### config.mk
export PLATFORM = sky130hd
export DESIGN_NAME = imem_loader
export DESIGN_NICKNAME = d
export VERILOG_FILES = /design/src/rtl/imem_loader_pkg.sv /design/src/rtl/imem_loader_byte_packer.sv /design/src/rtl/imem_loader.sv
export SDC_FILE = /design/constraint.sdc
export NUM_CORES = 1
export LEC_CHECK = 0
export CORE_MARGIN = 1
export CORE_UTILIZATION = 52
export DETAILED_ROUTE_END_ITERATION = 10
export PLACE_DENSITY = 0.83
export SLEW_MARGIN = 25
export SYNTH_ARGS = -nofsm -noshare
export SYNTH_HDL_FRONTEND = slang
export SYNTH_SLANG_ARGS = --single-unit
export TNS_END_PERCENT = 50
### constraint.sdc
create_clock -name clk -period 2.72 [get_ports clk]
set_clock_uncertainty 0.2 [all_clocks]
set_input_delay 0.408 -clock clk [delete_from_list [all_inputs] [get_ports clk]]
set_output_delay 0.408 -clock clk [all_outputs]
set_load 0.03 [all_outputs]
### src/rtl/imem_loader_pkg.sv
// Shared types and constants for the instruction-memory loader.
package imem_loader_pkg;

  typedef enum logic [1:0] {
    IDLE  = 2'd0,
    RECV  = 2'd1,
    WRITE = 2'd2,
    DONE  = 2'd3
  } state_t;

  localparam int BYTES_PER_WORD = 4;
  localparam int INST_W         = 32;
  localparam int BYTE_IDX_W     = $clog2(BYTES_PER_WORD);

endpackage

### src/rtl/imem_loader_byte_packer.sv
// Packs accepted bytes little-endian into one instruction word.
// The word output already includes a byte accepted in the current cycle.
module imem_loader_byte_packer
  import imem_loader_pkg::*;
(
  input  logic              clk,
  input  logic              reset,
  input  logic              clear,
  input  logic              accept,
  input  logic [7:0]        byte_data,
  output logic              word_full,
  output logic [INST_W-1:0] word
);

  logic [BYTE_IDX_W-1:0] byte_idx_reg;
  logic [7:0]            lane_reg [BYTES_PER_WORD];

  always_ff @(posedge clk) begin
    if (reset || clear) begin
      byte_idx_reg <= '0;
    end else if (accept) begin
      byte_idx_reg <= byte_idx_reg + 1'b1;
    end
  end

  assign word_full = accept && (byte_idx_reg == BYTE_IDX_W'(BYTES_PER_WORD - 1));

  // One register per byte lane; the lane selected by byte_idx captures the byte.
  generate
    for (genvar gi = 0; gi < BYTES_PER_WORD; gi++) begin : g_lane
      logic lane_hit;
      assign lane_hit = accept && (byte_idx_reg == BYTE_IDX_W'(gi));

      always_ff @(posedge clk) begin
        if (reset || clear) begin
          lane_reg[gi] <= '0;
        end else if (lane_hit) begin
          lane_reg[gi] <= byte_data;
        end
      end

      assign word[8*gi +: 8] = lane_hit ? byte_data : lane_reg[gi];
    end
  endgenerate

endmodule

### src/rtl/imem_loader.sv
// Streams bytes into the instruction memory word by word and holds the core
// in reset until the requested number of words has been written.
module imem_loader
  import imem_loader_pkg::*;
#(
  parameter int DEPTH  = 64,
  parameter int ADDR_W = 6
) (
  input  logic              clk,
  input  logic              reset,
  input  logic              start,
  input  logic [ADDR_W:0]   word_count,
  input  logic              byte_valid,
  input  logic [7:0]        byte_data,
  output logic              byte_ready,
  output logic              imem_we,
  output logic [ADDR_W-1:0] imem_waddr,
  output logic [INST_W-1:0] imem_wdata,
  output logic              core_hold,
  output logic              busy,
  output logic              done,
  output logic              error
);

  localparam logic [ADDR_W:0] DEPTH_C = (ADDR_W + 1)'(DEPTH);

  state_t              state;
  logic [ADDR_W:0]     count_q;
  logic [ADDR_W-1:0]   word_idx;

  logic                idle_like;
  logic                start_zero;
  logic                start_bad;
  logic                start_ok;
  logic                accept;
  logic                word_full;
  logic                last_word;
  logic [INST_W-1:0]   pk_word;

  assign idle_like  = (state == IDLE) || (state == DONE);
  assign start_zero = idle_like && start && (word_count == '0);
  assign start_bad  = idle_like && start && (word_count > DEPTH_C);
  assign start_ok   = idle_like && start && (word_count != '0) && !start_bad;
  assign accept     = byte_valid && byte_ready;
  assign last_word  = ({1'b0, word_idx} == (count_q - 1'b1));

  imem_loader_byte_packer u_packer (
    .clk       (clk),
    .reset     (reset),
    .clear     (start_ok),
    .accept    (accept),
    .byte_data (byte_data),
    .word_full (word_full),
    .word      (pk_word)
  );

  // All outputs are registered alongside the state so they reflect the state
  // entered at each edge.
  always_ff @(posedge clk) begin
    if (reset) begin
      state      <= IDLE;
      count_q    <= '0;
      word_idx   <= '0;
      byte_ready <= 1'b0;
      imem_we    <= 1'b0;
      imem_waddr <= '0;
      imem_wdata <= '0;
      core_hold  <= 1'b1;
      busy       <= 1'b0;
      done       <= 1'b0;
      error      <= 1'b0;
    end else begin
      error   <= 1'b0;
      imem_we <= 1'b0;
      case (state)
        IDLE, DONE: begin
          if (start_zero) begin
            state      <= DONE;
            byte_ready <= 1'b0;
            core_hold  <= 1'b0;
            busy       <= 1'b0;
            done       <= 1'b1;
          end else if (start_bad) begin
            error <= 1'b1;
          end else if (start_ok) begin
            state      <= RECV;
            count_q    <= word_count;
            word_idx   <= '0;
            byte_ready <= 1'b1;
            core_hold  <= 1'b1;
            busy       <= 1'b1;
            done       <= 1'b0;
          end
        end
        RECV: begin
          if (word_full) begin
            state      <= WRITE;
            byte_ready <= 1'b0;
            imem_we    <= 1'b1;
            imem_waddr <= word_idx;
            imem_wdata <= pk_word;
          end
        end
        WRITE: begin
          if (last_word) begin
            state     <= DONE;
            core_hold <= 1'b0;
            busy      <= 1'b0;
            done      <= 1'b1;
          end else begin
            state      <= RECV;
            word_idx   <= word_idx + 1'b1;
            byte_ready <= 1'b1;
          end
        end
        default: state <= IDLE;
      endcase
    end
  end

endmodule

### Word-level counts from Yosys, hierarchy flattened

Memory sizes are Yosys's and may differ from the RTL's. A register that Yosys moved wholly into a read port is not among the register bits.
Index checks and enable logic that the tools add are counted.

* bits in registers: 61
* latch bits: 0
* bits in writable memories: 32
* memory bits (read-only): 0
* input port bits: 19
* output and inout port bits: 44
* word-level logic and storage cells: 113
* memories kept: 1

Memory list
* u_packer.lane_reg: words 4, bits a word 8, rd ports 3, clocked after Yosys merged registers in 3, wr ports 4, RTL line imem_loader_byte_packer.sv:16 `logic [7:0] lane_reg [BYTES_PER_WORD];`

* add/sub/neg operators: 3
* $mul: 0
* divide/modulo/power cells: 0
* magnitude comparators: 1
* equality and inequality tests: 15
* shift-type cells: 0
* multiplexer cells: 46
* bitwise logic cells: 8
* reductions and logical operators: 27

Operators by type and width (count)
* 8-bit 2-to-1 mux: 7
* 1-bit 2-to-1 mux: 25
* 6-bit 2-to-1 mux: 4
* 6-bit case mux with 2 select lines: 1
* 4-bit AND reduction: 3
* 1-bit logical AND: 10
* 2-bit 2-to-1 mux: 5
* 2-bit equality test, second input constant: 4
* 2-bit != test, second input constant: 4
* 6-bit by 7-bit equality test with 1-bit output: 1
* 7-bit greater-than comparator, second input constant: 1
* 7-bit zero test: 1
* 7-bit nonzero test: 1
* 7-bit by 1-bit subtractor with 7-bit output, second input constant: 1
* 6-bit by 1-bit adder with 6-bit output, second input constant: 1
* 2-bit case mux with 3 select lines: 1
* 5-bit AND reduction: 1
* 2-bit by 1-bit equality test with 1-bit output, second input constant: 2
* 2-bit zero test: 2
* 2-bit by 1-bit != test with 1-bit output, second input constant: 2
* 1-bit NOT: 4
* 1-bit bitwise OR: 4
* 1-bit case mux with 2 select lines: 2
* 2-bit OR reduction: 2
* other kinds (10): 11

### Depth between registers and ports, before layout

Gate-level depths: netlist (run 1).

* depth after elaboration: 10
* depth in mapped cells: 9
* depth with buffers taken out: 8

### Modules after synthesis

From an unflattened synthesis (run 1), not the netlist that was laid out.

* cells, all modules: 433
* area, all modules: 4244.1 um^2

By module, submodules not included
* imem_loader: times used 1, cells an instance 305, area an instance 2459.9 um^2, seq. area each 1181.1 um^2
* imem_loader_byte_packer: times used 1, cells an instance 128, area an instance 1784.2 um^2, seq. area each 1001.0 um^2

### Worst setup path before layout (run 1)

No wires, ideal clock.

* kind: input-to-reg
* from: input word_count[0]
* to: memory u_packer.lane_reg[0][0] (enable)
* setup time: 0.329 ns
* arrival time: 1.828 ns
* data required time: 2.191 ns
* slack: 0.363 ns
* stages: 6
* path buffers: 1
* path through: or4_4 > o21a_4 > nor3_2 > buf_4 > nor2_1 > nand2_1

RTL lines
* start, declared: RTL line imem_loader.sv:12 `input logic [ADDR_W:0] word_count,`
* end, declared: RTL line imem_loader_byte_packer.sv:16

### Worst setup path after layout (run 1)

* from: input word_count[0]
* to: register word_idx[4]

* cells in the longest elaborated chain, start to end: 6
* elaborated cells between the ends (all ways): 12
* classes of those cells: order compare: 1; eq/ne: 3; reduce/logical: 8

Ends and longest elaborated chain
* 7-bit greater-than comparator: RTL line imem_loader.sv:42 `assign start_bad = idle_like && start && (word_count > DEPTH_C);`
* 1-bit logical AND: RTL line imem_loader.sv:42
* 1-bit zero test: RTL line imem_loader.sv:43 `assign start_ok = idle_like && start && (word_count != '0) && !start_bad;`
* 1-bit logical AND: RTL line imem_loader.sv:43
* 2-bit by 1-bit != test with 1-bit output (no line)
* 5-bit AND reduction (no line) *
* end signal, assigned: RTL line imem_loader.sv:112 `word_idx <= word_idx + 1'b1;`
* end, declared: RTL line imem_loader.sv:29 `logic [ADDR_W-1:0] word_idx;`

Mark *: on every way between the ends. The rest lies on a longest branch, timed or not.
A chain may end at the register's enable or synchronous reset.

==> run summary, run 1 <==
Status - complete, but fails checks
Failing checks - DRC
Total Power - 3.23 mW
Final hold vios - 0
DP Wirelength - 5.53 mm
CTS tree - built
Synth cell types - 46
Clock root cell - clkbuf_8
H-tree levels - 3
Sequential fraction of design power - 47.0%
Cts hold-fix bufs - 0
Post-Syn Area per Cell - 9.34 um^2
First-pass GRT wire length - 13.0 mm
Total CTS buffers - 9
Vias per cell - 5.50
Clk slew on worst S/H paths - 0.09 ns
# diodes - 0
Syn Nets - 410
Initial antenna violation count - 0
Max FO, Critical Path - 5
Vias after detailed routing - 2956
Largest net degree at the start of global routing - 39
Clock latency at the later pin of the worst-skew pair - 0.36 ns
Vias in the first global route - 2714
CP arrival - 2.65 ns
IO Port Bufs - 62
Row count - 29
R2R depth - 7
Crit. End Element - flop
Max Cap Viol - 0
# placed instances - 521
Pwr Density - 706 mW/mm^2
ANT nets after route - 0
Die Y - 84.9 um
Worst min path class - reg -> reg
Post-Layout Cell Count - 537
Sequential share of the synthesized area - 54.4%
Core Box Area - 0.00649 mm^2
Routed len/inst - 14.9 um
Final Critical Period - 2.55 ns
Sink Count - 85
GPL Wtd Cong - 0.813
Fin crit share - 93.8%
Commonest register cell after synthesis - dfxtp_1
VDD IR max - 0.624 mV
Gr usage total - 23.3%
Peak Freq - 392 MHz
Unrepaired setup endpoints after global routing - false
YS warnings - 0
Met1 Use GR - 31.2%
Pins over their slew limit - 0
Hold Path Depth - 2
Final WL - 8.00 mm
Synthesized flop and latch total - 85
Die width - 84.9 um
Asr flop ratio synth - 0%
Area grow syn2layout - 28.0%
Initial DRC count - 217
Clock network power share - 27.4%
Critical Path Source Type - primary input
WP data required - 2.82 ns
GRT Residual Overflow - 0
EDFF count, synth - 24
Comb power frac - 25.6%
Postcts setup bufs - 0
Endpoints failing setup - 0
Syn Inst Count - 382
Synth top area cells - dfxtp_1 (34%), edfxtp_1 (20%), nand2_1 (9.4%)
Setup CP Type - in -> reg
Clk buf depth - 2
Psw - 1.03 mW
Remaining DRCs - 6
DRT Pass-1 Iters - 7
Initial core utilization - 55.0%
Grt met3 use - 4.18%
Post-synth top area share - 34.2%
Layout Nets - 483
GR Util met2 - 38.0%
Int Power - 2.20 mW
Die ar. - 0.00720 mm^2
Io pins - 63
P_leak - 1.66 nW
GR peak layer - met2
Net Sw Frac - 31.8%
Yosys top cell by area - dfxtp_1
Largest register FFs - 32
Share of cells above drive strength 1 - 9.78%
Relative slew slack - 62.6%
Worst-Margin Slew - 0.561 ns
Synth Cell Area - 0.00357 mm^2
## Yosys cell counts (all sizes together), types with 6 or more instances
| library cell | instances |
|---|---|
| a21boi | 6 |
| a21oi | 49 |
| xnor2 | 6 |
| nor2 | 18 |
| nand2 | 89 |
| ha | 9 |
| o21ai | 10 |
| clkbuf | 15 |
| inv | 11 |
| edfxtp | 24 |
| and2 | 25 |
| dfxtp | 61 |
| or3 | 7 |
## layout by cell type (no fill, tap or decap), types with 2 or more instances in the layout
master / synthesis / routed
nor2_1: 18 / 17
o21ai_0: 10 / 10
clkbuf_8: 0 / 9
inv_1: 11 / 11
o31ai_1: 2 / 2
or2_2: 3 / 3
nor3_2: 2 / 2
xnor2_1: 6 / 6
edfxtp_1: 24 / 24
mux2i_1: 5 / 5
or3_1: 7 / 7
nor3b_1: 2 / 2
nand4_1: 4 / 4
nand3_1: 5 / 5
buf_4: 1 / 16
a21oi_1: 49 / 49
xor2_1: 2 / 2
nand2_1: 89 / 89
a211oi_1: 2 / 2
a21boi_1: 5 / 5
nor3_1: 3 / 3
inv_6: 0 / 2
clkdlybuf4s50_1: 0 / 61
ha_1: 9 / 9
dfxtp_1: 61 / 61
and2_1: 25 / 25
buf_12: 0 / 2
## cell type report
cell class,instances,area [um^2]
clock buffer,10,149
timing repair buffer,80,776
clock inverter,6,50.0
fill,478,1920
sequential,85,1940
inverter,11,41.3
tap,77,96.3
multi-input combinational,268,1520
## through the flow
stage	cell area (um^2)	hold WS [ns]	util (%)	setup slack [ns]	TNS [ns]
3_5_place_dp	4370	0.246	67.3	-0.184	-4.24
3_3_place_gp	4370	0.243	67.3	-0.114	-2.42
5_1_grt	4570	0.278	70.4	0.0442	0
6_report	4570	0.256	70.4	0.167	0
2_1_floorplan	3570	0.270	-	0.363	0
4_1_cts	4570	0.259	70.3	0.168	0
## per-layer routing
layer	share of wire [%]	wire, um
met5	0	0
met4	1.8	140
met3	4.5	363
met2	49	3950
met1	44	3540
## worst paths after layout
kind	from	endpoint	slack, ns
setup / recovery	word_count[0]	word_idx[4]	0.17
hold / removal	imem_wdata[31]	imem_wdata[31]	0.26
setup reg to reg	state[0]	u_packer.lane_reg[1][2]	0.33
hold reg to reg	imem_wdata[31]	imem_wdata[31]	0.26
## critical path, stage by stage
cell	delay, ns
clkdlybuf4s50_1	0.42
or4_4	0.58
o21a_4	0.24
o32ai_4	0.37
nand4_1	0.16
or3_1	0.33
a21boi_1	0.14
## logic make-up after synthesis
| family | synth area share, % |
|---|---|
| fa+ha+maj | 3.15 |
| simple gates | 21.9 |
| flops | 54.4 |
| mux | 1.40 |
| xor+xnor | 2.59 |
| buf+inv | 3.19 |
| compound gates | 13.4 |
## repair_timing
action,4_1_cts,5_1_grt
resized for setup,0,1
endpoints found under the setup margin,0,5
endpoints found under the hold margin,0,0
## power by group through the flow
stage                     registers [mW]  logic, mW  clock network (mW)
after floorplan                     1.58      0.481                   0
final                               1.52      0.826               0.884
after detailed placement            1.54      0.813                   0
after CTS                           1.51      0.818               0.893
after global placement              1.54      0.789                   0
after global routing                1.53      0.901               0.940
No activity file was read; power rests on OpenSTA's default activity.
==> run 2, diff against run 1 <==
--- a/config.mk
+++ b/config.mk
@@ -6,11 +6,12 @@
 export NUM_CORES = 1
 export LEC_CHECK = 0
 export CORE_MARGIN = 1
-export CORE_UTILIZATION = 52
+export CORE_UTILIZATION = 54
 export DETAILED_ROUTE_END_ITERATION = 10
-export PLACE_DENSITY = 0.83
+export PLACE_DENSITY = 0.84
 export SLEW_MARGIN = 25
 export SYNTH_ARGS = -nofsm -noshare
 export SYNTH_HDL_FRONTEND = slang
+export SYNTH_HIERARCHICAL = 1
 export SYNTH_SLANG_ARGS = --single-unit
 export TNS_END_PERCENT = 50
==> run 2 against run 1 <==
The flow now finishes without violations; setup slack worse by 0.048 ns; utilization up 0.48 points; synthesized cell count up 13%; fmax down 1.9%; non-clock buffer count down 1; global-route usage up 0.26 points; flip-flop and latch count up 8; highest routed layer unchanged.
==> run summary, run 2 <==
Status - completed (was complete, but fails checks)
Clock root cell - clkbuf_8 (unchanged)
Initial core utilization - 57.3% (was 55.0%)
Cts repair resizes - 0 (unchanged)
Sink Count - 93 (was 85)
Vias after detailed routing - 3314 (was 2956)
Final WL - 9.18 mm (was 8.00 mm)
Max FO, Critical Path - 32 (was 5)
Critical Path Source Type - primary input (unchanged)
Final hold vios - 0 (unchanged)
VDD IR max - 0.445 mV (was 0.624 mV)
WP data required - 2.54 ns (was 2.82 ns)
Clk slew on worst S/H paths - 0.08 ns (was 0.09 ns)
Final Critical Period - 2.60 ns (was 2.55 ns)
Largest net degree at the start of global routing - 39 (unchanged)
Crit. End Element - flop (unchanged)
Initial antenna violation count - 0 (unchanged)
Gr usage total - 23.6% (was 23.3%)
Total Power - 3.44 mW (was 3.23 mW)
Synth cell types - 50 (was 46)
Max Cap Viol - 0 (unchanged)
CTS tree - built (unchanged)
Pins over their slew limit - 0 (unchanged)
Buf/Inv on CP - 2 (was 1)
H-tree levels - 3 (unchanged)
Routed len/inst - 15.2 um (was 14.9 um)
Commonest register cell after synthesis - dfxtp_1 (unchanged)
# diodes - 0 (unchanged)
ANT nets after route - 0 (unchanged)
Syn Nets - 460 (was 410)
Cts hold-fix bufs - 0 (unchanged)
Row count - 31 (was 29)
Total CTS buffers - 9 (unchanged)
P_leak - 2.03 nW (was 1.66 nW)
Synth top area cells - dfxtp_1 (29%), edfxtp_1 (23%), mux2_2 (8.2%) (was dfxtp_1 (34%), edfxtp_1 (20%), nand2_1 (9.4%))
DRT Pass-1 Iters - 5 (was 7)
Synthesized flop and latch total - 93 (was 85)
Relative slew slack - 66.9% (was 62.6%)
Clk buf depth - 2 (unchanged)
Unrepaired setup endpoints after global routing - false (unchanged)
Max incr delay on CP - 0.57 ns (was 0.58 ns)
Endpoints failing setup - 0 (unchanged)
Remaining DRCs - 0 (was 6)
Syn Inst Count - 433 (was 382)
Yosys top cell by area - dfxtp_1 (unchanged)
Worst-Margin Slew - 0.495 ns (was 0.561 ns)
Core Box Area - 0.00741 mm^2 (was 0.00649 mm^2)
Fin crit share - 95.6% (was 93.8%)
Worst min path class - reg -> reg (unchanged)
Initial DRC count - 155 (was 217)
Fin util - 70.8% (was 70.4%)
Synth Cell Area - 0.00424 mm^2 (was 0.00357 mm^2)
Share of cells above drive strength 1 - 16.8% (was 9.78%)
IO Port Bufs - 62 (unchanged)
Critical Path, Cell by Cell - clkdlybuf4s50_1 > or4_4 > o21a_4 > nor3_2 > nor2_1 > buf_12 > nand2_1 (was clkdlybuf4s50_1 > or4_4 > o21a_4 > o32ai_4 > nand4_1 > or3_1 > a21boi_1)
Vias per cell - 5.48 (was 5.50)
Post-synth top area share - 28.8% (was 34.2%)
CP arrival - 2.42 ns (was 2.65 ns)
Asr flop ratio synth - 0% (unchanged)
GPL Wtd Cong - 0.813 (about the same)
Sequential share of the synthesized area - 51.4% (was 54.4%)
Pwr Density - 655 mW/mm^2 (was 706 mW/mm^2)
Post-Syn Area per Cell - 9.80 um^2 (was 9.34 um^2)
DP Wirelength - 6.28 mm (was 5.53 mm)
Met3 WL - 403 um (was 363 um)
Die Y - 90.7 um (was 84.9 um)
Io pins - 63 (unchanged)
Crit path max-delay family - simple AND/OR/NAND/NOR gates (unchanged)
Setup WS pre-CTS - -0.232 ns (was -0.184 ns)
Area grow syn2layout - 23.7% (was 28.0%)
YS warnings - 6 (was 0)
EDFF count, synth - 32 (was 24)
Top Metal Used - met4 (unchanged)
R2R Setup Slk - 0.20 ns (was 0.33 ns)
Peak Freq - 384 MHz (was 392 MHz)
Die width - 90.7 um (was 84.9 um)
Post-layout worst setup margin - 0.119 ns (was 0.167 ns)
GRT Residual Overflow - 0 (unchanged)
Top-count cell post-synth - nand2_1 (unchanged)
First-pass GRT wire length - 15.2 mm (was 13.0 mm)
Layout Nets - 528 (was 483)
Vias in the first global route - 3099 (was 2714)
Met2 wire length - 4.38 mm (was 3.95 mm)
Die ar. - 0.00822 mm^2 (was 0.00720 mm^2)
Most frequent cells in the layout - nand2_1 (90), dfxtp_1 (61), clkdlybuf4s50_1 (61), a21oi_1 (51), edfxtp_1 (32) (was nand2_1 (89), dfxtp_1 (61), clkdlybuf4s50_1 (61), a21oi_1 (49), and2_1 (25))
Slowest stage cell, crit path - or4_4 (unchanged)
Commonest non-fill, non-tap cell in the layout - nand2_1 (unchanged)
Clock latency at the later pin of the worst-skew pair - 0.36 ns (about the same)
Most instantiated cells after synthesis - nand2_1 (90), dfxtp_1 (61), a21oi_1 (51) (was nand2_1 (89), dfxtp_1 (61), a21oi_1 (49))
Postcts setup bufs - 0 (unchanged)
Setup CP Type - in -> reg (unchanged)
Met1 Routed Length - 4.26 mm (was 3.54 mm)
-- run 2: per-layer routing --
metal	vias up	GRT usage (%)
met4	0	7.39
met5	-	0
met2	96	39.1
met1	1569	31.1
li1	1636	-
met3	13	4.46
-- run 2: power by group --
part	internal [mW]	switching, mW	total, mW	leakage (nW)
registers	1.57	0.0683	1.64	0.832
clock network	0.540	0.469	1.01	0.111
logic	0.360	0.430	0.789	1.09
-- run 2: logic make-up after synthesis --
group | share of synthesized area [%]
compound gates | 10.5
xor+xnor | 1.65
fa+ha+maj | 2.36
buf+inv | 3.60
flops | 51.4
mux | 9.76
simple gates | 20.7
-- run 2: final cells by class --
class                   instances  area, um^2
clock buffers                  14         185
clock inverters                 2        38.8
fillers                       546        2160
inverters                      11        41.3
multi-input cells             307        1910
flip-flops and latches         93        2180
well taps                      99         124
repair buffers                 79         768
-- run 2: final timing paths --
kind	from	to	cells after the start
max	word_count[0]	u_packer/lane_reg[3][5]	7
min	done	done	2
max reg2reg	count_q[0]	word_idx[4]	8
min reg2reg	done	done	2
-- run 2: metrics by stage --
stage | hold slack, ns | std cells | TNS [ns] | area, um^2
floorplan | 0.249 | 433 | 0 | 4250
global placement | 0.234 | 589 | -5.79 | 5020
detailed placement | 0.242 | 589 | -10.41 | 5020
CTS | 0.255 | 605 | 0 | 5250
global route | 0.268 | 605 | 0 | 5250
finish | 0.253 | 605 | 0 | 5250
-- run 2: worst register-to-register path, delay by kind of cell (launching register included) --
kind / cells / cell delay [ns]
and+or+nand+nor: 2 / 0.58
AOI/OAI and AO/OA: 4 / 0.98
adders and majority gates: 1 / 0.24
buffers and inverters: 1 / 0.08
DFF: 1 / 0.38
